--- src/rtl/regfile_ctrl_pkg.sv ---
// Shared types and constants for the register-file write-back controller.
package regfile_ctrl_pkg;

  localparam int REG_ADDR_W = 5;
  localparam int NUM_REGS   = 32;
  localparam int DATA_SIZE  = 32;

  typedef logic [REG_ADDR_W-1:0] reg_addr_t;

  typedef struct packed {
    reg_addr_t             rd;
    logic [DATA_SIZE-1:0]  data;
  } wb_req_t;

endpackage

--- src/rtl/rr_arbiter.sv ---
// Round-robin arbiter: one-hot grant searched upward from a rotating pointer.
module rr_arbiter #(
  parameter int NUM_REQ = 3
) (
  input  logic                       clk,
  input  logic                       rst,
  input  logic [NUM_REQ-1:0]         req,
  input  logic                       advance,
  output logic [NUM_REQ-1:0]         grant,
  output logic [$clog2(NUM_REQ)-1:0] grant_idx
);

  localparam int PTR_W = $clog2(NUM_REQ);

  logic [PTR_W-1:0] ptr;
  logic             found;
  int               t;

  always_comb begin
    grant     = '0;
    grant_idx = '0;
    found     = 1'b0;
    t         = 0;
    for (int i = 0; i < NUM_REQ; i++) begin
      t = int'(ptr) + i;
      if (t >= NUM_REQ) t = t - NUM_REQ;
      if (!found && req[t]) begin
        grant[t]  = 1'b1;
        grant_idx = PTR_W'(t);
        found     = 1'b1;
      end
    end
  end

  // The winner drops to lowest priority only when its transfer actually happens.
  always_ff @(posedge clk) begin
    if (rst) begin
      ptr <= '0;
    end else if (advance) begin
      ptr <= (grant_idx == PTR_W'(NUM_REQ - 1)) ? '0 : grant_idx + 1'b1;
    end
  end

endmodule

--- src/rtl/regfile_wb_scheduler.sv ---
// Shares the register-file write port among write-back sources and tracks
// pending destinations so decode can stall on RAW/WAW hazards.
module regfile_wb_scheduler
  import regfile_ctrl_pkg::*;
#(
  parameter int DATA_SIZE   = 32,
  parameter int NUM_REQ     = 3,
  parameter int STP_REGSIZE = 32
) (
  input  logic                            clk,
  input  logic                            rst,
  input  logic [NUM_REQ-1:0]              req_valid,
  input  logic [NUM_REQ*REG_ADDR_W-1:0]   req_rd_addr,
  input  logic [NUM_REQ*DATA_SIZE-1:0]    req_data,
  output logic [NUM_REQ-1:0]              req_ready,
  input  logic                            issue_valid,
  input  logic [REG_ADDR_W-1:0]           issue_rd,
  input  logic [REG_ADDR_W-1:0]           rs1_addr,
  input  logic [REG_ADDR_W-1:0]           rs2_addr,
  output logic                            stall,
  output logic                            write_reg,
  output logic [REG_ADDR_W-1:0]           rd_addr,
  output logic [DATA_SIZE-1:0]            write_data
);

  logic [NUM_REQ-1:0]         grant;
  logic [$clog2(NUM_REQ)-1:0] grant_idx;
  logic                       accept;
  wb_req_t                    sel;
  logic [STP_REGSIZE-1:0]     pending;
  logic [STP_REGSIZE-1:0]     pending_next;
  logic                       hazard;
  logic                       issue_set;

  rr_arbiter #(.NUM_REQ(NUM_REQ)) u_arb (
    .clk       (clk),
    .rst       (rst),
    .req       (req_valid),
    .advance   (accept),
    .grant     (grant),
    .grant_idx (grant_idx)
  );

  assign req_ready = rst ? '0 : grant;
  assign accept    = |(req_valid & req_ready);

  always_comb begin
    sel.rd   = req_rd_addr[grant_idx*REG_ADDR_W +: REG_ADDR_W];
    sel.data = req_data[grant_idx*DATA_SIZE +: DATA_SIZE];
  end

  // Output stage: x0 write-backs are consumed but never raise the write enable.
  always_ff @(posedge clk) begin
    if (rst) begin
      write_reg  <= 1'b0;
      rd_addr    <= '0;
      write_data <= '0;
    end else if (accept) begin
      write_reg  <= (sel.rd != '0);
      rd_addr    <= sel.rd;
      write_data <= sel.data;
    end else begin
      write_reg  <= 1'b0;
    end
  end

  // No bypass: a register committing at this edge still reads as busy.
  assign hazard = (pending[rs1_addr] && (rs1_addr != '0)) ||
                  (pending[rs2_addr] && (rs2_addr != '0)) ||
                  (issue_valid && pending[issue_rd] && (issue_rd != '0));
  assign stall     = ~rst & hazard;
  assign issue_set = issue_valid & ~stall & (issue_rd != '0);

  // Set is applied after clear so a new producer wins over a retiring one.
  always_comb begin
    pending_next = pending;
    if (write_reg) pending_next[rd_addr] = 1'b0;
    if (issue_set) pending_next[issue_rd] = 1'b1;
  end

  always_ff @(posedge clk) begin
    if (rst) pending <= '0;
    else     pending <= pending_next;
  end

endmodule

--- config.mk ---
export PLATFORM = sky130hd
export DESIGN_NAME = regfile_wb_scheduler
export DESIGN_NICKNAME = d
export VERILOG_FILES = /design/src/rtl/regfile_ctrl_pkg.sv /design/src/rtl/rr_arbiter.sv /design/src/rtl/regfile_wb_scheduler.sv
export SDC_FILE = /design/constraint.sdc
export NUM_CORES = 1
export LEC_CHECK = 0
export ABC_CLOCK_PERIOD_IN_PS = 3620
export CAP_MARGIN = 20
export CORE_ASPECT_RATIO = 1.25
export CORE_UTILIZATION = 25
export CTS_BUF_LIST = sky130_fd_sc_hd__clkbuf_4 sky130_fd_sc_hd__clkbuf_8
export CTS_CLUSTER_DIAMETER = 50
export CTS_CLUSTER_SIZE = 8
export DETAILED_ROUTE_END_ITERATION = 10
export GPL_ROUTABILITY_DRIVEN = 0
export GPL_TIMING_DRIVEN = 0
export HOLD_SLACK_MARGIN = 0.08
export PLACE_DENSITY = 0.57
export SYNTH_ARGS = -nofsm -noshare
export SYNTH_HDL_FRONTEND = slang
export SYNTH_SLANG_ARGS = --single-unit
--- constraint.sdc ---
create_clock -name clk -period 3.62 [get_ports clk]
set_input_delay 0.543 -clock clk [delete_from_list [all_inputs] [get_ports clk]]
set_output_delay 0.543 -clock clk [all_outputs]
set_load 0.01 [all_outputs]
==> impl_table.tex, run 1 <==
\begin{tabular}{lr}
\hline
Metric & Value \\
\hline
\multicolumn{2}{l}{\textbf{Route}} \\
DRC violation count after routing & 0 \\
Post-DR wirelength/cell & 18.2 um \\
Via density per instance & 5.20 \\
Via total after detailed routing & 5063 \\
Count of nets left with antenna violations after detail routing & 0 \\
Iteration count of the initial detailed-routing pass & 7 \\
Routed wire length & 17.8 mm \\
Starting DRT DRC Count & 309 \\
\multicolumn{2}{l}{\textbf{Clock network}} \\
Number of buffers created by CTS & 9 \\
Total number of clock tree sinks & 72 \\
Clock slew seen by the registers of the worst setup and hold paths & 0.07 ns \\
Clk Latency, worst-skew pair & 0.36 ns \\
Clock tree from TritonCTS & yes \\
Root cell of the clock tree & clkbuf\_8 \\
Maximum number of buffers from clock root to sink & 2 \\
Maximum level of the CTS H-tree & 3 \\
Number of buffers inserted for hold repair after clock tree synthesis & 0 \\
\multicolumn{2}{l}{\textbf{Setup path}} \\
Required time reported for the critical path endpoint & 3.08 ns \\
Critical path peak fanout & 10 \\
Critical Path Slowest Stage Cell & clkdlybuf4s50\_1 \\
Crit start category & input port \\
Endpoint arrival time on the critical path & 2.94 ns \\
Start-to-end type of the worst setup path & input port to output pin \\
Worst setup EP type & output pin \\
Slowest stage delay, CP & 0.55 ns \\
Cell mode on critical path & o21ai\_0 \\
Cell chain of the critical path & clkdlybuf4s50\_1, buf\_6, mux4\_2, nor3b\_1, o21ai\_0, o21ai\_0, or4\_4, a31oi\_4, nor2\_1, buf\_2 \\
\multicolumn{2}{l}{\textbf{Yosys}} \\
Avg Inst Size Synth & 8.54 um\^{}2 \\
Share of synthesized area spent on multiplexers & 13.3\% \\
Fraction of registers with async set/reset & 0\% \\
Post-synthesis register bit count & 72 \\
Post-synthesis compound-gate area fraction & 29.4\% \\
Synthesized instance count & 555 \\
Number of enable flip-flop cells after synthesis & 0 \\
Post-synthesis xor/xnor area fraction & 0\% \\
Simple-gate share of the synthesized area & 20.7\% \\
Net count after synthesis & 691 \\
Adder and majority gate portion of the synthesized area & 1.06\% \\
Synth warn & 0 \\
Dominant combinational cell family by area after synthesis & compound AO/OA/AOI/OAI gates \\
Synth unique cells & 56 \\
Post-Syn Area & 4740 um\^{}2 \\
Register area share after synthesis & 30.4\% \\
Flip-flop cell with the highest count after synthesis & dfxtp\_1 \\
\multicolumn{2}{l}{\textbf{Global route}} \\
Residual overflow from global routing & 0 \\
Wire length of the first global-routing pass & 27.7 mm \\
Tot GR Track Use & 18.3\% \\
Initial antenna violation count & 0 \\
Via count of the first global-routing pass & 5002 \\
Largest net degree at the start of global routing & 13 \\
\multicolumn{2}{l}{\textbf{Floorplan}} \\
Full die area & 19500 um\^{}2 \\
Ports placed on the boundary & 174 \\
Core Box Area & 18300 um\^{}2 \\
Horizontal die dimension & 125 um \\
Cell Rows & 55 \\
Initial standard-cell utilization of the core & 25.9\% \\
Height of the die & 156 um \\
\multicolumn{2}{l}{\textbf{Layout}} \\
Layout cells sized above 1 & 9.79\% \\
Biggest regs & pending (32), write\_data (32), rd\_addr (5) \\
Signed area change from the synthesized netlist to the final layout & 49.3\% \\
Antenna fix cells & 0 \\
Summed area of non-filler cells in the final layout & 7070 um\^{}2 \\
Nets & 877 \\
\multicolumn{2}{l}{\textbf{Placed design}} \\
Placement-stage cell area & 6710 um\^{}2 \\
HPWL after DPL & 13.8 mm \\
Pre-CTS setup slack & -1.00 ns \\
Number of input and output port buffers inserted & 169 \\
\multicolumn{2}{l}{\textbf{Hold path}} \\
Hold WC Path Type & flop to flop \\
\multicolumn{2}{l}{\textbf{Timing}} \\
Slew Limit Fails & 0 \\
Unrepaired setup endpoints after global routing & no \\
Final clock skew & 0.0114 ns \\
Crit path time final & 3.49 ns \\
Least-Margin Pin Slew & 0.624 ns \\
Fin crit share & 96.3\% \\
Minimum setup slack in the final design & 0.134 ns \\
Number of hold-slack violations in the final timing report & 0 \\
Achievable clock frequency & 0.287 GHz \\
Worst max-slew margin expressed relative to the limit & 58.3\% \\
Final count of negative-setup-slack endpoints & 0 \\
\multicolumn{2}{l}{\textbf{Run status}} \\
Status & complete, no violations \\
\multicolumn{2}{l}{\textbf{Power}} \\
Static leakage power & 2.64 nW \\
Maximum vdd drop & 0.346 mV \\
Total power divided by cell area & 587 nW/um\^{}2 \\
\multicolumn{2}{l}{\textbf{Job}} \\
Max-cap violation count & 0 \\
\hline
\end{tabular}
[synthesized netlist by cell type, drive strengths merged, types with 2 or more instances]
cell,number,share of area [%]
nor2b,16,2.1
dfxtp,72,30
o31ai,15,2.4
mux4,13,6.2
a41o,13,2.7
nand2b,16,2.1
nor2,50,4.0
mux2i,29,6.1
a31oi,2,0.26
nor3b,16,2.5
a22o,35,6.5
a221o,2,0.42
a21oi,44,4.6
o311ai,3,0.55
inv,8,0.63
nand2,27,2.1
buf,10,1.2
o21ai,20,2.1
clkbuf,42,3.3
nand3,11,1.2
nor3,8,0.95
and2,3,0.40
or4,3,0.55
nor4bb,2,0.42
o211ai,2,0.32
a221oi,2,0.37
mux2,4,0.95
nand3b,17,2.7
a211oi,35,5.5
o21a,2,0.32
o41ai,6,1.3
ha,4,1.1
and3,4,0.53
or2,5,0.66
[per-stage QoR]
stage                     setup TNS, ns  utilization [%]  total power, mW  hold slack, ns  instances
final                                 0             38.6             4.15           0.494        974
after global routing                  0             38.6             4.47           0.508        974
after CTS                             0             38.6             4.19           0.487        975
after detailed placement         -21.48             36.7             3.43           0.474        952
after global placement           -23.17             36.7             3.43           0.472        952
after floorplan                       0                -             2.44           0.426        555
[critical path, delay by kind of cell]
family / cells / cell delay (ns)
AO/OA/AOI/OAI: 3 / 0.50
buffers and inverters: 3 / 0.89
multiplexers: 1 / 0.30
AND/OR/NAND/NOR: 3 / 0.70
[repair_timing]
action	in CTS	in global routing
setup buffers	8	0
endpoints found under the setup margin	46	37
gates resized for setup	24	17
pin swaps	2	0
[power by group]
part           switching (mW)  internal (mW)  total (mW)
sequential              0.119          0.974        1.09
combinational            1.29           1.05        2.33
clock                   0.323          0.403       0.727
[final cells by class]
cell class	count	area [um^2]
Buffer	50	236
Clock buffer	10	138
Clock inverter	6	82.6
Fill cell	1932	11200
Inverter	8	30.0
Multi-Input combinational cell	423	3100
Sequential cell	72	1440
Tap cell	228	285
Timing Repair Buffer	177	1760
[final timing paths]
check	slack [ns]	cells after the start	start	endpoint
setup reg to reg	0.39	12	u_arb.ptr[0]	write_reg
setup / recovery	0.13	10	issue_rd[3]	stall
hold / removal	0.49	2	pending[0]	pending[0]
hold reg to reg	0.49	2	pending[0]	pending[0]
[cell usage in the layout, fill, tap and decap left out, types with 5 or more instances in the layout]
cell,n
o31ai_1,15
a21oi_1,44
o41ai_1,5
clkbuf_1,31
clkbuf_2,8
nand3_1,11
nor3_1,7
clkbuf_8,10
o21ai_0,19
clkdlybuf4s50_1,165
dfxtp_1,72
a22o_1,35
nand2_1,27
nor2b_1,16
a41o_1,13
buf_4,9
mux2i_1,29
mux4_2,13
nand3b_1,17
inv_1,8
a211oi_1,35
nor2_1,49
nor3b_1,16
nand2b_1,16
[per-layer routing]
| metal | wire, um | vias up | track usage [%] | part of all wire, % |
|---|---|---|---|---|
| met5 | 0 | - | 0 | 0 |
| met2 | 8980 | 180 | 33.0 | 51 |
| li1 | - | 2491 | - | - |
| met4 | 282 | 0 | 5.52 | 1.6 |
| met3 | 1060 | 20 | 3.74 | 6.0 |
| met1 | 7440 | 2372 | 21.7 | 42 |
[logic make-up (layout without fill, tap and decap cells)]
logic type	Yosys count	count (layout)
buf+inv	60	251
fa+ha+maj	4	4
flops	72	72
compound gates	192	192
simple gates	181	181
mux	46	46
Power figures use the tool's default switching activity.
==> run 2: changes to the inputs <==
--- a/config.mk
+++ b/config.mk
@@ -8,13 +8,14 @@
 export ABC_CLOCK_PERIOD_IN_PS = 3620
 export CAP_MARGIN = 20
 export CORE_ASPECT_RATIO = 1.25
+export CORE_MARGIN = 2
 export CORE_UTILIZATION = 25
 export CTS_BUF_LIST = sky130_fd_sc_hd__clkbuf_4 sky130_fd_sc_hd__clkbuf_8
 export CTS_CLUSTER_DIAMETER = 50
 export CTS_CLUSTER_SIZE = 8
 export DETAILED_ROUTE_END_ITERATION = 10
 export GPL_ROUTABILITY_DRIVEN = 0
-export GPL_TIMING_DRIVEN = 0
+export GPL_TIMING_DRIVEN = 1
 export HOLD_SLACK_MARGIN = 0.08
 export PLACE_DENSITY = 0.57
 export SYNTH_ARGS = -nofsm -noshare
==> run 2 against run 1 <==
  * Combinational power decreased by 2%
  * Register-to-register slack improved by 0.10 ns
  * Hold slack got worse by 0.022 ns
  * Largest power group unchanged
==> impl_table.tex, run 2 (synthesis results as in run 1) <==
\begin{tabular}{lr}
\hline
Metric & Value \\
\hline
\multicolumn{2}{l}{\textbf{Run status}} \\
Status & complete, no violations (unchanged) \\
\multicolumn{2}{l}{\textbf{Setup path}} \\
Cell chain of the critical path & dlygate4sd2\_1, buf\_12, mux4\_2, mux4\_2, and2\_1, or4\_4, a31oi\_4, nor2\_1, buf\_2 (was clkdlybuf4s50\_1, buf\_6, mux4\_2, nor3b\_1, o21ai\_0, o21ai\_0, or4\_4, a31oi\_4, nor2\_1, buf\_2) \\
Critical path launch point & rs1\_addr[0] (was issue\_rd[3]) \\
Crit start category & input port (unchanged) \\
Slowest stage delay, CP & 0.52 ns (was 0.55 ns) \\
Critical path peak fanout & 6 (was 10) \\
Reg2reg end & pending[27] (was write\_reg) \\
Reg2reg start & pending[31] (was u\_arb.ptr[0]) \\
Number of cells on the worst reg-to-reg path & 8 (was 12) \\
Cell mode on critical path & mux4\_2 (was o21ai\_0) \\
Required time reported for the critical path endpoint & 3.08 ns (about the same) \\
Start-to-end type of the worst setup path & input port to output pin (unchanged) \\
Endpoint arrival time on the critical path & 3.03 ns (was 2.94 ns) \\
FF-to-FF setup slack & 0.49 ns (was 0.39 ns) \\
Critical Path Slowest Stage Cell & or4\_4 (was clkdlybuf4s50\_1) \\
Crit path to & stall (unchanged) \\
Worst setup EP type & output pin (unchanged) \\
\multicolumn{2}{l}{\textbf{Power}} \\
Total power divided by cell area & 570 nW/um\^{}2 (was 587 nW/um\^{}2) \\
Sw Pwr & 1.63 mW (was 1.73 mW) \\
Maximum vdd drop & 0.520 mV (was 0.346 mV) \\
Static leakage power & 2.81 nW (was 2.64 nW) \\
Clock Power Share & 17.6\% (was 17.5\%) \\
Switching portion of total power & 39.2\% (was 41.7\%) \\
Sequential Power Share & 27.1\% (was 26.3\%) \\
Internal power of the cells & 2.53 mW (was 2.42 mW) \\
Gate power share & 55.3\% (was 56.2\%) \\
\multicolumn{2}{l}{\textbf{Timing}} \\
Unrepaired setup endpoints after global routing & yes (was no) \\
Fin crit share & 98.8\% (was 96.3\%) \\
Final count of negative-setup-slack endpoints & 0 (unchanged) \\
Final clock skew & 0.00806 ns (was 0.0114 ns) \\
Achievable clock frequency & 0.280 GHz (was 0.287 GHz) \\
Slew Limit Fails & 0 (unchanged) \\
Fin Setup TNS & 0 ns (unchanged) \\
Worst max-slew margin expressed relative to the limit & 57.9\% (was 58.3\%) \\
Number of hold-slack violations in the final timing report & 0 (unchanged) \\
Crit path time final & 3.58 ns (was 3.49 ns) \\
Least-Margin Pin Slew & 0.630 ns (was 0.624 ns) \\
\multicolumn{2}{l}{\textbf{Hold path}} \\
Hold WC Path Type & flop to flop (unchanged) \\
Worst hold path cell count & 2 (unchanged) \\
Hold Path Origin & pending[0] (unchanged) \\
\multicolumn{2}{l}{\textbf{Clock network}} \\
Number of buffers inserted for hold repair after clock tree synthesis & 0 (unchanged) \\
Clock tree from TritonCTS & yes (unchanged) \\
Root cell of the clock tree & clkbuf\_8 (unchanged) \\
Total setup buffers inserted after CTS & 0 (was 8) \\
Number of buffers created by CTS & 9 (unchanged) \\
Maximum number of buffers from clock root to sink & 2 (unchanged) \\
Total number of clock tree sinks & 72 (unchanged) \\
Clock slew seen by the registers of the worst setup and hold paths & 0.07 ns (about the same) \\
Clk Latency, worst-skew pair & 0.35 ns (was 0.36 ns) \\
Maximum level of the CTS H-tree & 3 (unchanged) \\
\multicolumn{2}{l}{\textbf{Layout}} \\
Most common library cell in the layout ignoring fill and taps & clkdlybuf4s50\_1 (unchanged) \\
Finished Layout Cells & 978 (was 974) \\
Antenna fix cells & 0 (unchanged) \\
Most frequent cells in the layout & clkdlybuf4s50\_1 (166), dfxtp\_1 (72), buf\_4 (50) (was clkdlybuf4s50\_1 (165), dfxtp\_1 (72), nor2\_1 (49)) \\
Signed area change from the synthesized netlist to the final layout & 53.7\% (was 49.3\%) \\
Nets & 878 (was 877) \\
Biggest regs & pending (32), write\_data (32), rd\_addr (5) (unchanged) \\
Final cell utilization of the core & 38.9\% (was 38.6\%) \\
Layout cells sized above 1 & 13.8\% (was 9.79\%) \\
\multicolumn{2}{l}{\textbf{Job}} \\
Max-cap violation count & 0 (unchanged) \\
\multicolumn{2}{l}{\textbf{Route}} \\
Starting DRT DRC Count & 190 (was 309) \\
Iteration count of the initial detailed-routing pass & 4 (was 7) \\
Count of nets left with antenna violations after detail routing & 0 (unchanged) \\
DRC violation count after routing & 0 (unchanged) \\
Routed wire length & 17.9 mm (was 17.8 mm) \\
Via density per instance & 5.24 (was 5.20) \\
Post-DR wirelength/cell & 18.3 um (was 18.2 um) \\
Via total after detailed routing & 5123 (was 5063) \\
\multicolumn{2}{l}{\textbf{Global route}} \\
Busiest layer in global routing & met2 (unchanged) \\
Wire length of the first global-routing pass & 27.5 mm (was 27.7 mm) \\
Initial antenna violation count & 0 (unchanged) \\
Residual overflow from global routing & 0 (unchanged) \\
Tot GR Track Use & 17.5\% (was 18.3\%) \\
Met1 global-route usage & 19.4\% (was 21.7\%) \\
Via count of the first global-routing pass & 5170 (was 5002) \\
GRT met3 Usage & 4.02\% (was 3.74\%) \\
Largest net degree at the start of global routing & 60 (was 13) \\
Met2 Resource Use GR & 32.0\% (was 33.0\%) \\
\multicolumn{2}{l}{\textbf{Floorplan}} \\
Cell Rows & 56 (was 55) \\
Height of the die & 158 um (was 156 um) \\
Full die area & 20100 um\^{}2 (was 19500 um\^{}2) \\
Initial standard-cell utilization of the core & 25.3\% (was 25.9\%) \\
Horizontal die dimension & 127 um (was 125 um) \\
Core Box Area & 18700 um\^{}2 (was 18300 um\^{}2) \\
Ports placed on the boundary & 174 (unchanged) \\
\multicolumn{2}{l}{\textbf{Placed design}} \\
Number of input and output port buffers inserted & 173 (was 169) \\
HPWL after DPL & 14.5 mm (was 13.8 mm) \\
Cell count after placement & 964 (was 952) \\
\hline
\end{tabular}
-- run 2: routing by layer --
metal,up-vias,wire length [um]
li1,2495,-
met1,2362,6920
met2,221,9120
met3,45,1260
met4,0,614
met5,-,0
-- run 2: power by group through the flow --
stage          sequential [mW]  combinational (mW)  clock (mW)
3_5_place_dp              1.15                2.30           0
2_1_floorplan             1.17                1.27           0
6_report                  1.13                2.29       0.732
3_3_place_gp              1.14                2.28           0
5_1_grt                   1.16                2.52       0.781
4_1_cts                   1.13                2.31       0.749
-- run 2: per-stage QoR --
step	total power [mW]	area [um^2]	hold slack, ns	setup slack, ns
2_1_floorplan	2.44	4740	0.426	0.432
5_1_grt	4.46	7280	0.502	-0.0118
6_report	4.15	7280	0.472	0.0436
3_5_place_dp	3.45	7040	0.464	-0.738
4_1_cts	4.19	7270	0.477	0.0190
3_3_place_gp	3.42	7040	0.447	-0.653
-- run 2: how the worst min path moves through the flow --
stage | end | slack (ns)
finish | pending[0] | 0.47
global route | pending[0] | 0.50
CTS | pending[0] | 0.48
detailed placement | pending[0] | 0.46
global placement | pending[0] | 0.45
floorplan | pending[0] | 0.43
-- run 2: repair_timing --
action                                  4_1_cts  5_1_grt
gates resized for setup                      13        2
endpoints found under the setup margin        4        2
cloned                                        0        0
pin swaps                                     1        0
endpoints found under the hold margin         0        0
-- run 2: area by class of cell --
type	count	area (um^2)
clock buffers	12	159
clock inverters	3	65.1
fillers	1876	11400
inverters	8	30.0
multi-input cells	423	3100
flip-flops and latches	72	1440
well taps	232	290
repair buffers	228	2190
-- run 2: critical path, delay by kind of cell --
| kind | cells | cell delay, ns |
|---|---|---|
| AND/OR/NAND/NOR | 3 | 0.76 |
| buffers and inverters | 3 | 0.52 |
| multiplexers | 2 | 1.00 |
| AO/OA/AOI/OAI | 1 | 0.21 |
